`config.mk`:
```
export PLATFORM = sky130hd
export DESIGN_NAME = clock_set_ctrl
export DESIGN_NICKNAME = d
export VERILOG_FILES = /design/src/rtl/clock_set_ctrl_pkg.sv /design/src/rtl/clock_set_ctrl_key.sv /design/src/rtl/clock_set_ctrl.sv
export SDC_FILE = /design/constraint.sdc
export NUM_CORES = 1
export LEC_CHECK = 0
export CAP_MARGIN = 25
export CORE_MARGIN = 4
export CORE_UTILIZATION = 49
export DETAILED_ROUTE_END_ITERATION = 7
export GPL_ROUTABILITY_DRIVEN = 0
export MAX_ROUTING_LAYER = met4
export PLACE_DENSITY = 0.69
export SYNTH_ARGS = -nofsm -noshare
export SYNTH_HDL_FRONTEND = slang
export SYNTH_HIERARCHICAL = 1
export SYNTH_SLANG_ARGS = --single-unit
```
`constraint.sdc`:
```
create_clock -name clk_50 -period 2.8 [get_ports clk_50]
set_input_delay 0.28 -clock clk_50 [delete_from_list [all_inputs] [get_ports clk_50]]
set_output_delay 0.28 -clock clk_50 [all_outputs]
set_load 0.02 [all_outputs]
```
`src/rtl/clock_set_ctrl_pkg.sv`:
```
// Shared definitions for the clock mode/set controller.
//   state_e     : controller states, encoded as they appear on the mode port
//   *_W         : packed BCD field widths
//   *_MAX       : highest legal value of each field (packed BCD)
//   bcd_inc7/5  : wrap-around BCD increment of a 7-bit / 5-bit packed field
package clock_set_ctrl_pkg;

    typedef enum logic [1:0] {
        ST_RUN    = 2'b00,
        ST_SET_HR = 2'b01,
        ST_SET_MT = 2'b10,
        ST_SET_SC = 2'b11
    } state_e;

    localparam int unsigned SC_W = 7;
    localparam int unsigned MT_W = 7;
    localparam int unsigned HR_W = 5;

    localparam logic [SC_W-1:0] SC_MAX = 7'h59;
    localparam logic [MT_W-1:0] MT_MAX = 7'h59;
    localparam logic [HR_W-1:0] HR_MAX = 5'h11;

    // Packed BCD compares in the same order as the value it encodes, so the
    // ">= max" test also catches illegal snapshots with tens over range.
    function automatic logic [6:0] bcd_inc7(input logic [6:0] v, input logic [6:0] vmax);
        logic [6:0] r;
        if (v >= vmax)
            r = '0;
        else if (v[3:0] >= 4'd9)
            r = {v[6:4] + 3'd1, 4'd0};
        else
            r = {v[6:4], v[3:0] + 4'd1};
        return r;
    endfunction

    function automatic logic [4:0] bcd_inc5(input logic [4:0] v, input logic [4:0] vmax);
        logic [4:0] r;
        if (v >= vmax)
            r = '0;
        else if (v[3:0] >= 4'd9)
            r = {v[4] + 1'b1, 4'd0};
        else
            r = {v[4], v[3:0] + 4'd1};
        return r;
    endfunction

endpackage

```
`src/rtl/clock_set_ctrl_key.sv`:
```
// Pushbutton conditioner: two-flop synchroniser, stability counter and
// falling-edge detector on the accepted level.
//   clk_50 : system clock
//   rst_n  : asynchronous reset, active low
//   key_n  : raw pushbutton, active low, asynchronous
//   press  : one-cycle pulse when the accepted level goes released -> pressed
module key_debounce #(
    parameter int unsigned DB_CYCLES = 1_000_000
) (
    input  logic clk_50,
    input  logic rst_n,
    input  logic key_n,
    output logic press
);

    localparam int unsigned CW = (DB_CYCLES > 2) ? $clog2(DB_CYCLES) : 1;
    localparam logic [CW-1:0] CNT_LAST = CW'(DB_CYCLES - 1);

    logic [1:0]    sync_q,   sync_d;
    logic [CW-1:0] cnt_q,    cnt_d;
    logic          stable_q, stable_d;
    logic          press_q,  press_d;

    always_comb begin
        sync_d   = {sync_q[0], key_n};
        cnt_d    = cnt_q;
        stable_d = stable_q;
        // Counter only runs while the synced sample disagrees with the
        // accepted level; any agreeing sample restarts the window.
        if (sync_q[1] != stable_q) begin
            if (cnt_q == CNT_LAST) begin
                stable_d = sync_q[1];
                cnt_d    = '0;
            end else begin
                cnt_d = cnt_q + 1'b1;
            end
        end else begin
            cnt_d = '0;
        end
        press_d = stable_q & ~stable_d;
    end

    always_ff @(posedge clk_50 or negedge rst_n) begin
        if (!rst_n) begin
            sync_q   <= '1;
            cnt_q    <= '0;
            stable_q <= 1'b1;
            press_q  <= 1'b0;
        end else begin
            sync_q   <= sync_d;
            cnt_q    <= cnt_d;
            stable_q <= stable_d;
            press_q  <= press_d;
        end
    end

    assign press = press_q;

endmodule

```
`src/rtl/clock_set_ctrl.sv`:
```
// Mode/set controller for the HH:MM:SS counter chain.
//   clk_50, rst_n          : clock, asynchronous active-low reset
//   en                     : run switch level
//   key_mode_n, key_inc_n  : raw active-low pushbuttons
//   cur_sc/cur_mt/cur_hr   : live time, packed BCD
//   run_en                 : seconds counter enable
//   load, ld_sc/mt/hr      : one-cycle load of the edited time into the counters
//   mode                   : 00 RUN, 01 SET_HR, 10 SET_MT, 11 SET_SC
//   blank                  : per-digit blank (bit i = HEXi), blinks the edited field
module clock_set_ctrl
    import clock_set_ctrl_pkg::*;
#(
    parameter int unsigned DB_CYCLES = 1_000_000,
    parameter int unsigned BLINK_DIV = 12_500_000
) (
    input  logic            clk_50,
    input  logic            rst_n,
    input  logic            en,
    input  logic            key_mode_n,
    input  logic            key_inc_n,
    input  logic [SC_W-1:0] cur_sc,
    input  logic [MT_W-1:0] cur_mt,
    input  logic [HR_W-1:0] cur_hr,
    output logic            run_en,
    output logic            load,
    output logic [SC_W-1:0] ld_sc,
    output logic [MT_W-1:0] ld_mt,
    output logic [HR_W-1:0] ld_hr,
    output logic [1:0]      mode,
    output logic [5:0]      blank
);

    localparam int unsigned BW = $clog2(BLINK_DIV);
    localparam logic [BW-1:0] BLINK_LAST = BW'(BLINK_DIV - 1);

    logic mode_press, inc_press;

    state_e state_q, state_d;

    logic [SC_W-1:0] sh_sc_q, sh_sc_d;
    logic [MT_W-1:0] sh_mt_q, sh_mt_d;
    logic [HR_W-1:0] sh_hr_q, sh_hr_d;

    logic [BW-1:0] blink_cnt_q, blink_cnt_d;
    logic          phase_q, phase_d;

    logic            run_en_q, run_en_d;
    logic            load_q,   load_d;
    logic [SC_W-1:0] ld_sc_q,  ld_sc_d;
    logic [MT_W-1:0] ld_mt_q,  ld_mt_d;
    logic [HR_W-1:0] ld_hr_q,  ld_hr_d;
    logic [5:0]      blank_q,  blank_d;

    key_debounce #(.DB_CYCLES(DB_CYCLES)) u_db_mode (
        .clk_50 (clk_50),
        .rst_n  (rst_n),
        .key_n  (key_mode_n),
        .press  (mode_press)
    );

    key_debounce #(.DB_CYCLES(DB_CYCLES)) u_db_inc (
        .clk_50 (clk_50),
        .rst_n  (rst_n),
        .key_n  (key_inc_n),
        .press  (inc_press)
    );

    // State register
    always_ff @(posedge clk_50 or negedge rst_n) begin
        if (!rst_n)
            state_q <= ST_RUN;
        else
            state_q <= state_d;
    end

    // Next state: every mode press steps one state round the ring
    always_comb begin
        state_d = state_q;
        if (mode_press) begin
            case (state_q)
                ST_RUN:    state_d = ST_SET_HR;
                ST_SET_HR: state_d = ST_SET_MT;
                ST_SET_MT: state_d = ST_SET_SC;
                ST_SET_SC: state_d = ST_RUN;
                default:   state_d = ST_RUN;
            endcase
        end
    end

    // Shadow time and blink divider
    always_comb begin
        sh_sc_d = sh_sc_q;
        sh_mt_d = sh_mt_q;
        sh_hr_d = sh_hr_q;
        // A mode press takes priority, so a coincident inc is dropped.
        if (mode_press) begin
            if (state_q == ST_RUN) begin
                sh_sc_d = cur_sc;
                sh_mt_d = cur_mt;
                sh_hr_d = cur_hr;
            end
        end else if (inc_press) begin
            case (state_q)
                ST_SET_HR: sh_hr_d = bcd_inc5(sh_hr_q, HR_MAX);
                ST_SET_MT: sh_mt_d = bcd_inc7(sh_mt_q, MT_MAX);
                ST_SET_SC: sh_sc_d = bcd_inc7(sh_sc_q, SC_MAX);
                default: ;
            endcase
        end

        if (state_d != state_q) begin
            blink_cnt_d = '0;
            phase_d     = 1'b0;
        end else if (blink_cnt_q == BLINK_LAST) begin
            blink_cnt_d = '0;
            phase_d     = ~phase_q;
        end else begin
            blink_cnt_d = blink_cnt_q + 1'b1;
            phase_d     = phase_q;
        end
    end

    // Outputs: computed from next-state values so that the registered
    // outputs change on the same edge as the state itself.
    always_comb begin
        load_d   = mode_press && (state_q == ST_SET_SC);
        ld_sc_d  = load_d ? sh_sc_q : ld_sc_q;
        ld_mt_d  = load_d ? sh_mt_q : ld_mt_q;
        ld_hr_d  = load_d ? sh_hr_q : ld_hr_q;
        run_en_d = en & (state_d == ST_RUN) & ~load_d;
        case (state_d)
            ST_SET_HR: blank_d = {phase_d, phase_d, 4'b0000};
            ST_SET_MT: blank_d = {2'b00, phase_d, phase_d, 2'b00};
            ST_SET_SC: blank_d = {4'b0000, phase_d, phase_d};
            default:   blank_d = '0;
        endcase
    end

    always_ff @(posedge clk_50 or negedge rst_n) begin
        if (!rst_n) begin
            sh_sc_q     <= '0;
            sh_mt_q     <= '0;
            sh_hr_q     <= '0;
            blink_cnt_q <= '0;
            phase_q     <= 1'b0;
            run_en_q    <= 1'b0;
            load_q      <= 1'b0;
            ld_sc_q     <= '0;
            ld_mt_q     <= '0;
            ld_hr_q     <= '0;
            blank_q     <= '0;
        end else begin
            sh_sc_q     <= sh_sc_d;
            sh_mt_q     <= sh_mt_d;
            sh_hr_q     <= sh_hr_d;
            blink_cnt_q <= blink_cnt_d;
            phase_q     <= phase_d;
            run_en_q    <= run_en_d;
            load_q      <= load_d;
            ld_sc_q     <= ld_sc_d;
            ld_mt_q     <= ld_mt_d;
            ld_hr_q     <= ld_hr_d;
            blank_q     <= blank_d;
        end
    end

    assign run_en = run_en_q;
    assign load   = load_q;
    assign ld_sc  = ld_sc_q;
    assign ld_mt  = ld_mt_q;
    assign ld_hr  = ld_hr_q;
    assign mode   = state_q;
    assign blank  = blank_q;

endmodule

```
==> results of run 1 <==
[per-stage QoR]
| stage | cells | util |
|---|---|---|
| 2_1_floorplan | 616 | - |
| 3_3_place_gp | 812 | 0.557 |
| 3_5_place_dp | 812 | 0.557 |
| 4_1_cts | 845 | 0.606 |
| 5_1_grt | 845 | 0.606 |
| 6_report | 845 | 0.606 |
[logic make-up after synthesis]
logic type	Yosys count	share of synthesized area
DFF	118	0.488
AOI/OAI and AO/OA	127	0.133
muxes	16	0.0289
adders and majority gates	21	0.0433
xor gates and xnor gates	34	0.0491
and+or+nand+nor	237	0.213
buffers and inverters	63	0.0442
[synth_stat cells (3+ instances only)]
library cell,count,area share
and4_1,6,0.0087
a22o_1,4,0.0058
nor4b_1,6,0.0087
xnor2_1,14,0.020
a22oi_1,4,0.0050
a32oi_1,3,0.0043
xor2_1,20,0.029
a21oi_1,38,0.031
ha_1,21,0.043
o21ai_0,32,0.026
o41ai_1,3,0.0043
nor2_1,55,0.034
dfstp_2,6,0.026
nand4bb_1,4,0.0074
inv_1,31,0.019
nor4_1,4,0.0041
nand3_1,34,0.028
nand3b_1,3,0.0037
or3_1,19,0.020
and3_1,3,0.0031
buf_2,10,0.0083
nand4_1,16,0.017
a31oi_1,3,0.0031
and2_1,4,0.0041
o31ai_1,14,0.017
dfrtp_1,112,0.46
a21o_1,3,0.0037
mux2i_1,4,0.0066
mux2_2,12,0.022
buf_4,3,0.0037
or4_1,15,0.019
nor3_1,4,0.0033
nand2_1,46,0.028
clkbuf_1,16,0.0099
[layer usage]
| metal | global-route usage | wire [um] | part of all wire |
|---|---|---|---|
| met5 | - | 0 | 0 |
| met4 | 0.0659 | 203 | 0.016 |
| met3 | 0.0608 | 484 | 0.039 |
| met2 | 0.307 | 6280 | 0.50 |
| met1 | 0.233 | 5530 | 0.44 |
[sequential cells by signal (all words and copies together) (netlist names), 2 cells and up]
name and cells:
u_db_mode/sync_q 2, u_db_inc/sync_q 2, u_db_inc/cnt_q 20, mode 2
sh_mt_q 7, sh_hr_q 5, ld_mt 7, ld_sc 7
blink_cnt_q 24, blank 3, u_db_mode/cnt_q 20, ld_hr 5
sh_sc_q 7
[layout make-up]
class                           instances  area share
Clock buffer                           24      0.0673
Clock inverter                          8      0.0132
Inverter                               31      0.0159
Multi-Input combinational cell        435       0.388
Sequential cell                       118       0.405
Tap cell                              168      0.0288
Timing Repair Buffer                   61      0.0821
[worst paths after layout]
| check | from | to | depth (start not counted) |
|---|---|---|---|
| max | sh_hr_q[1]$_DFFE_PN0P_ | sh_hr_q[4]$_DFFE_PN0P_ | 6 |
| min | key_inc_n | u_db_inc/sync_q[0]$_DFF_PN1_ | 1 |
| max reg2reg | sh_hr_q[1]$_DFFE_PN0P_ | sh_hr_q[4]$_DFFE_PN0P_ | 6 |
| min reg2reg | u_db_mode/sync_q[0]$_DFF_PN1_ | u_db_mode/sync_q[1]$_DFF_PN1_ | 0 |
| max in group asynchronous | rst_n | sh_hr_q[1]$_DFFE_PN0P_ | 3 |
| min in group asynchronous | rst_n | ld_mt[2]$_DFFE_PN0P_ | 2 |
[power breakdown]
group / switching [mW] / internal [mW] / leakage (nW)
registers: 0.0111 / 1.72 / 1.54
logic: 0.0567 / 0.0435 / 1.26
clock network: 0.728 / 1.40 / 0.290
[critical path: cells and delay by family (launching register included)]
kind | cells | cell delay [ns]
AOI/OAI and AO/OA | 2 | 0.74
adders and majority gates | 1 | 0.20
buffers and inverters | 1 | 0.10
DFF | 1 | 0.39
and+or+nand+nor | 2 | 0.66
==> impl_metrics.tcl, run 1 <==
set metrics [dict create \
    cts_setup_buffers 0 \
    cts_tree "built" \
    fin_skew_ns 0.0156 \
    yosys.cell_types.count 63 \
    multi_input_area_um2 2840 \
    worstSkewPairLatency_ns 0.42 \
    async_reset_ff_frac 1.00 \
    drive_above_1_share 0.106 \
    dieArea_um2 14200 \
    clockBufferDepth 2 \
    wl_um 12500 \
    grt_max_degree 49 \
    ys_warn_count 6 \
    seq_area_um2 2960 \
    post_dp_cell_area_um2 6710 \
    crit_type "flop to flop" \
    areaGrowthSynthToFinish_pct 20.6 \
    grt_pass1_wl_um 21900 \
    initial_core_util 0.503 \
    final_common_cell "dfrtp_1" \
    maxCapViolations 0 \
    r2r_setup_slack_ns 0.60 \
    layout_common_cells "112 x dfrtp_1, 55 x nor2_1, 51 x clkdlybuf4s50_1, 46 x nand2_1, 38 x a21oi_1" \
    hold_buffers 1 \
    cts_root_buffer "clkbuf_16" \
    p_per_area_nw_per_um2 541 \
    fin_hold_ws_ns 0.280 \
    cts.sinks 118 \
    cp-end-kind "flop" \
    route.detailed.drc 0 \
    cts.htree.levels 4 \
    cts_made_buffers 17 \
    maxSlewViolCount 0 \
    synth_fp_nets 661 \
    max_freq_mhz 455 \
    grt_usage 0.193 \
    fillCellCount 1050 \
    crit_slowest_cell "or4_1" \
    netlist_area_um2 6060 \
    io_pins 53 \
    fin_area_um2 7310 \
    wire_per_inst_um 14.8 \
    rsz0062_at_grt "no" \
    ant_nets 0 \
    die_y_um 119 \
    ys_dominant_reg_cell "dfrtp_1" \
    antenna_cells 0 \
    cts_resized 0 \
    dpl.hpwl_um 8770 \
    vias_per_cell 5.58 \
    pre_cts_ws_ns 0.625 \
    synthCells 616 \
    syn_avg_cell_area_um2 9.84 \
    status "finished, final reports clean" \
    ys_seq_area_frac 0.488 \
    critPathMaxFanout 5 \
    crit_chain "inv_1, ha_1, or4_1, o21ai_0, nand2_1, o311ai_1" \
    worst_slew_pin_slew_ns 0.797 \
    antenna_found_initial 0 \
    p_leak_nw 3.10 \
    fin_crit_ns 2.20 \
    numPortBuffers 52 \
    setup_slack_ns 0.602 \
    finalSetupViolations 0 \
    peakVddDrop_uv 412 \
    setup_tns_ns 0 \
    start_kind "flop" \
    nNetsFinal 709 \
    cp.arrival_ns 2.49 \
    first_pass_iters 4 \
    core-area_um2 12100 \
    fp-row-count 40 \
    synth_edf_count 0 \
    finalHoldViolations 0 \
    slew_headroom 0.466 \
    die_w_um 119 \
    period_share 0.785 \
    grt_pass1_vias 4709 \
    hold_class "input port to flop" \
    clk_pin_slew_worst_paths_ns 0.05 \
    synth_seq_cells 118 \
    cp_slowest_stage_delay_ns 0.52 \
    power_mw 3.96 \
    drtIter0Drc 348 \
    num_vias 4714 \
    grt-ovfl-total 0 \
    cp.required_ns 3.09 \
]
No activity file was read; power rests on OpenSTA's default activity.
==> run 2, diff against run 1 <==
clock period = 2.1 ns   (was 2.8 ns; I/O delays follow)
==> impl_metrics.tcl, run 2 (synthesized netlist as in run 1, its figures left out) <==
set metrics [dict create \
    antenna_cells 0 \
    postLayoutCoreUtil 0.621 \
    fin_crit_ns 2.04 \
    num_vias 4778 \
    power_mw 5.51 \
    vias_per_cell 5.59 \
    status "finished, final reports clean" \
    fillCellCount 997 \
    drive_above_1_share 0.132 \
    rsz0062_at_grt "yes" \
    slew_headroom 0.681 \
    grt_pass1_wl_um 22700 \
    cts.sinks 118 \
    routedLengthMet1_um 5710 \
    core-area_um2 12100 \
    first_pass_iters 5 \
    wl_um 12900 \
    grt_usage 0.200 \
    drtIter0Drc 307 \
    cp-end-kind "flop" \
    die_y_um 119 \
    nNetsFinal 719 \
    hold_class "input port to flop" \
    p_per_area_nw_per_um2 736 \
    worstSkewPairLatency_ns 0.43 \
    crit_type "flop to flop" \
    top_layer_used "met4" \
    clockBufferDepth 2 \
    seq_area_um2 2960 \
    setup_tns_ns 0 \
    cts_made_buffers 17 \
    final_common_cell "dfrtp_1" \
    period_share 0.973 \
    start_kind "flop" \
    crit_chain "inv_1, ha_1, or4_1, o21ai_2, buf_4, nand4_1, a22oi_1" \
    numPortBuffers 52 \
    fin_hold_ws_ns 0.194 \
    largest_reg_flops 24 \
    finalHoldViolations 0 \
    max_freq_mhz 489 \
    multi_input_area_um2 2870 \
    layout_common_cells "112 x dfrtp_1, 54 x nor2_1, 51 x clkdlybuf4s50_1, 46 x nand2_1, 37 x a21oi_1" \
    maxCapViolations 0 \
    finalSetupViolations 0 \
    cp_slowest_stage_delay_ns 0.58 \
    fp-row-count 40 \
    route.detailed.drc 0 \
    critPathBufInv 2 \
    p_leak_nw 3.18 \
    grt_pass1_vias 4947 \
    wire_per_inst_um 15.1 \
    wl_met2_um 6400 \
    peakVddDrop_uv 634 \
    reg_top3 "blink_cnt_q: 24 flops, u_db_inc/cnt_q: 20 flops, u_db_mode/cnt_q: 20 flops" \
    cts.htree.levels 4 \
    crit_slowest_cell "or4_1" \
    top_register "blink_cnt_q" \
    ant_nets 0 \
    grt_max_degree 51 \
    crit_family "simple AND/OR/NAND/NOR gates" \
    cts_tree "built" \
    die_w_um 119 \
    dieArea_um2 14200 \
    critPathMaxFanout 4 \
    areaGrowthSynthToFinish_pct 23.5 \
    fin_skew_ns 0.0111 \
    cp.required_ns 2.43 \
    clk_pin_slew_worst_paths_ns 0.05 \
    io_pins 53 \
    met3_length_um 577 \
    grt-ovfl-total 0 \
    cp.arrival_ns 2.37 \
    cts_root_buffer "clkbuf_16" \
    maxSlewViolCount 0 \
    worst_slew_pin_slew_ns 0.476 \
    initial_core_util 0.503 \
    antenna_found_initial 0 \
    dpl.hpwl_um 8730 \
]
==> run 2: power breakdown <==
| part | leakage (nW) | total, mW | internal (mW) | switching [mW] |
|---|---|---|---|---|
| combinational | 1.33 | 0.137 | 0.0618 | 0.0751 |
| sequential | 1.54 | 2.31 | 2.29 | 0.0147 |
| clock | 0.311 | 3.06 | 2.07 | 0.994 |
==> run 2: cell type report <==
type,count,share of cell area
multi-input cells,435,0.384
flip-flops and latches,118,0.395
clock inverters,9,0.0199
clock buffers,23,0.0638
inverters,31,0.0155
repair buffers,71,0.0936
well taps,168,0.0281
==> run 2: routing by layer <==
metal  vias to the layer above  track usage
met4                         0       0.0797
met5                         -            -
met3                        21       0.0627
met1                      2340        0.236
li1                       2328            -
met2                        89        0.319
==> run 2: worst reg2reg max path, stage by stage (launching register included) <==
cell     delay, ns
dfrtp_1       0.39
inv_1         0.10
ha_1          0.21
or4_1         0.58
o21ai_2       0.22
buf_4         0.16
nand4_1       0.12
a22oi_1       0.18
==> run 2: metrics by stage <==
stage	setup WS, ns	instance area [um^2]	instances
CTS	0.0294	7440	854
global route	-0.0539	7490	855
detailed placement	0.0352	6810	821
global placement	0.0900	6810	821
floorplan	0.112	6060	616
finish	0.0561	7490	855
==> run 2: final timing paths <==
check / start / end / slack [ns] / cells past startpoint
max in group asynchronous: rst_n / u_db_mode/sync_q[1]$_DFF_PN1_ / 1.14 / 3
setup / recovery: sh_hr_q[1]$_DFFE_PN0P_ / sh_hr_q[1]$_DFFE_PN0P_ / 0.06 / 7
min in group asynchronous: rst_n / u_db_inc/cnt_q[13]$_DFF_PN0_ / 0.28 / 2
hold reg to reg: u_db_mode/sync_q[0]$_DFF_PN1_ / u_db_mode/sync_q[1]$_DFF_PN1_ / 0.36 / 0
hold / removal: key_mode_n / u_db_mode/sync_q[0]$_DFF_PN1_ / 0.19 / 1
setup reg to reg: sh_hr_q[1]$_DFFE_PN0P_ / sh_hr_q[1]$_DFFE_PN0P_ / 0.06 / 7
==> run 2: timing repair <==
action	in CTS	in global routing
gates resized for setup	1	10
setup buffers	0	1
endpoints found under the setup margin	2	14
gates cloned	0	0
hold buffers	1	0
hold endpoints to repair	32	0
==> run 3, diff against run 2 <==
==> constraint.sdc (replaced) <==
create_clock -name clk_50 -period 2.1 [get_ports clk_50]
set_input_delay 0.525 -clock clk_50 [delete_from_list [all_inputs] [get_ports clk_50]]
set_output_delay 0.525 -clock clk_50 [all_outputs]
set_load 0.02 [all_outputs]
==> impl_metrics.tcl, run 3 (synthesized netlist as in run 1, its figures left out) <==
set metrics [dict create \
    status "finished, final reports clean" \
    dpl.hpwl_um 8850 \
    drtIter0Drc 343 \
    numPortBuffers 52 \
    start_kind "flop" \
    fin_crit_ns 2.02 \
    min_from "u_db_mode/sync_q[0]$_DFF_PN1_" \
    die_w_um 119 \
    num_vias 4813 \
    holdPathStages 0 \
    cp.required_ns 2.44 \
    reg_top3 "blink_cnt_q: 24 flops, u_db_inc/cnt_q: 20 flops, u_db_mode/cnt_q: 20 flops" \
    crit_slowest_cell "or4_1" \
    r2r-end "sh_hr_q[3]$_DFFE_PN0P_" \
    largest_reg_flops 24 \
    ant_nets 0 \
    cp_slowest_stage_delay_ns 0.55 \
    fin_skew_ns 0.00580 \
    cts.htree.levels 4 \
    worstSkewPairLatency_ns 0.42 \
    max_freq_mhz 496 \
    layout_common_cells "112 x dfrtp_1, 55 x nor2_1, 50 x clkdlybuf4s50_1, 46 x nand2_1, 38 x a21oi_1" \
    period_share 0.960 \
    grt_pass1_vias 4647 \
    hold_class "flop to flop" \
    die_y_um 119 \
    pre_cts_ws_ns 0.0580 \
    initial_core_util 0.503 \
    wire_per_inst_um 15.0 \
    worst_slew_pin_slew_ns 0.499 \
    antenna_found_initial 0 \
    cp-end-kind "flop" \
    critPathMaxFanout 4 \
    hold_path_end "u_db_mode/sync_q[1]$_DFF_PN1_" \
    maxCapViolations 0 \
    p_per_area_nw_per_um2 764 \
    crit_chain "inv_1, ha_1, or4_1, a2111oi_1, a21oi_1, o22ai_1" \
    io_pins 53 \
    setup_slack_ns 0.0832 \
    cts.sinks 118 \
    dieArea_um2 14200 \
    wl_um 12900 \
    grt_max_degree 45 \
    rsz0062_at_grt "no" \
    grt_pass1_wl_um 21900 \
    finalHoldViolations 0 \
    rr_startpoint "sh_hr_q[1]$_DFFE_PN0P_" \
    peakVddDrop_uv 474 \
    slew_headroom 0.668 \
    nNetsFinal 723 \
    core-area_um2 12100 \
    cts_tree "built" \
    finalSetupViolations 0 \
    crit_type "flop to flop" \
    fillCellCount 988 \
    r2r.worst_path.cells 6 \
    antenna_cells 0 \
    final_common_cell "dfrtp_1" \
    drive_above_1_share 0.130 \
    first_pass_iters 4 \
    cts_root_buffer "clkbuf_16" \
    setup_tns_ns 0 \
    grt-ovfl-total 0 \
    grt_usage 0.195 \
    route.detailed.drc 0 \
    clockBufferDepth 2 \
    cts_made_buffers 17 \
    clk_pin_slew_worst_paths_ns 0.05 \
    p_leak_nw 3.22 \
    areaGrowthSynthToFinish_pct 24.2 \
    top_register "blink_cnt_q" \
    maxSlewViolCount 0 \
    r2r_setup_slack_ns 0.08 \
    vias_per_cell 5.60 \
    postLayoutCoreUtil 0.624 \
    cp.arrival_ns 2.36 \
    fp-row-count 40 \
]
[run 3: cell types whose count changed in the layout (fill, tap and decap cells not counted), sizes merged]
cell,previous run,this run
clkdlybuf4s50,51,50
buf,19,23
dlygate4sd2,0,1
bufinv,4,6
clkinv,5,3
[run 3: routing by layer]
metal | up-vias | GRT usage | routed length (um)
li1 | 2335 | - | -
met1 | 2367 | 0.242 | 5750
met4 | 0 | 0.0768 | 303
met2 | 86 | 0.311 | 6390
met3 | 25 | 0.0456 | 477
met5 | - | - | 0
[run 3: critical path: cells and delay by family, from the launching register on]
kind	cells	cell delay, ns
AO/OA/AOI/OAI	3	0.65
AND/OR/NAND/NOR	1	0.55
flip-flops	1	0.40
adder cells (fa/ha/maj)	1	0.22
buffers and inverters	1	0.11
[run 3: stage by stage]
stage          power [mW]  area, um^2  hold WS [ns]  instances
4_1_cts              5.80        7500         0.361        857
3_5_place_dp         2.48        6820         0.338        824
3_3_place_gp         2.48        6820         0.341        824
6_report             5.75        7530         0.362        859
2_1_floorplan        2.37        6060         0.229        616
5_1_grt              5.95        7530         0.366        859
[run 3: layout make-up]
cell class                 count  area, um^2  share of cell area
tap                          168         210              0.0279
inverter                      31         116              0.0155
sequential                   118        2960               0.393
clock inverter                 9         195              0.0259
multi-input combinational    435        2850               0.379
clock buffer                  23         478              0.0635
timing repair buffer          75         717              0.0952
[run 3: where the power goes]
group          total, mW  switching, mW  internal (mW)
sequential          2.31         0.0133           2.29
clock               3.30          0.989           2.31
combinational      0.142         0.0783         0.0636
[run 3: worst max-delay path by stage]
stage                                  from                             to  slack [ns]  cells past startpoint
2_1_floorplan   u_db_inc/cnt_q[0]$_DFF_PN0_   u_db_inc/cnt_q[18]$_DFF_PN0_        0.11                      6
6_report             sh_hr_q[1]$_DFFE_PN0P_         sh_hr_q[3]$_DFFE_PN0P_        0.08                      6
3_3_place_gp   u_db_mode/cnt_q[0]$_DFF_PN0_  u_db_mode/cnt_q[14]$_DFF_PN0_        0.12                      6
4_1_cts              sh_hr_q[1]$_DFFE_PN0P_         sh_hr_q[4]$_DFFE_PN0P_        0.03                      6
5_1_grt            blink_cnt_q[0]$_DFF_PN0_      blink_cnt_q[11]$_DFF_PN0_       0.004                      6
3_5_place_dp    u_db_inc/cnt_q[0]$_DFF_PN0_   u_db_inc/cnt_q[18]$_DFF_PN0_        0.06                      5
[run 3: repair_timing]
action / 4_1_cts / 5_1_grt
hold buffers: 1 / 0
hold endpoints to repair: 3 / 0
buffers inserted: 0 / 2
gates resized for setup: 1 / 6
cloned: 0 / 0
pin swaps: 0 / 0
endpoints found under the setup margin: 1 / 11
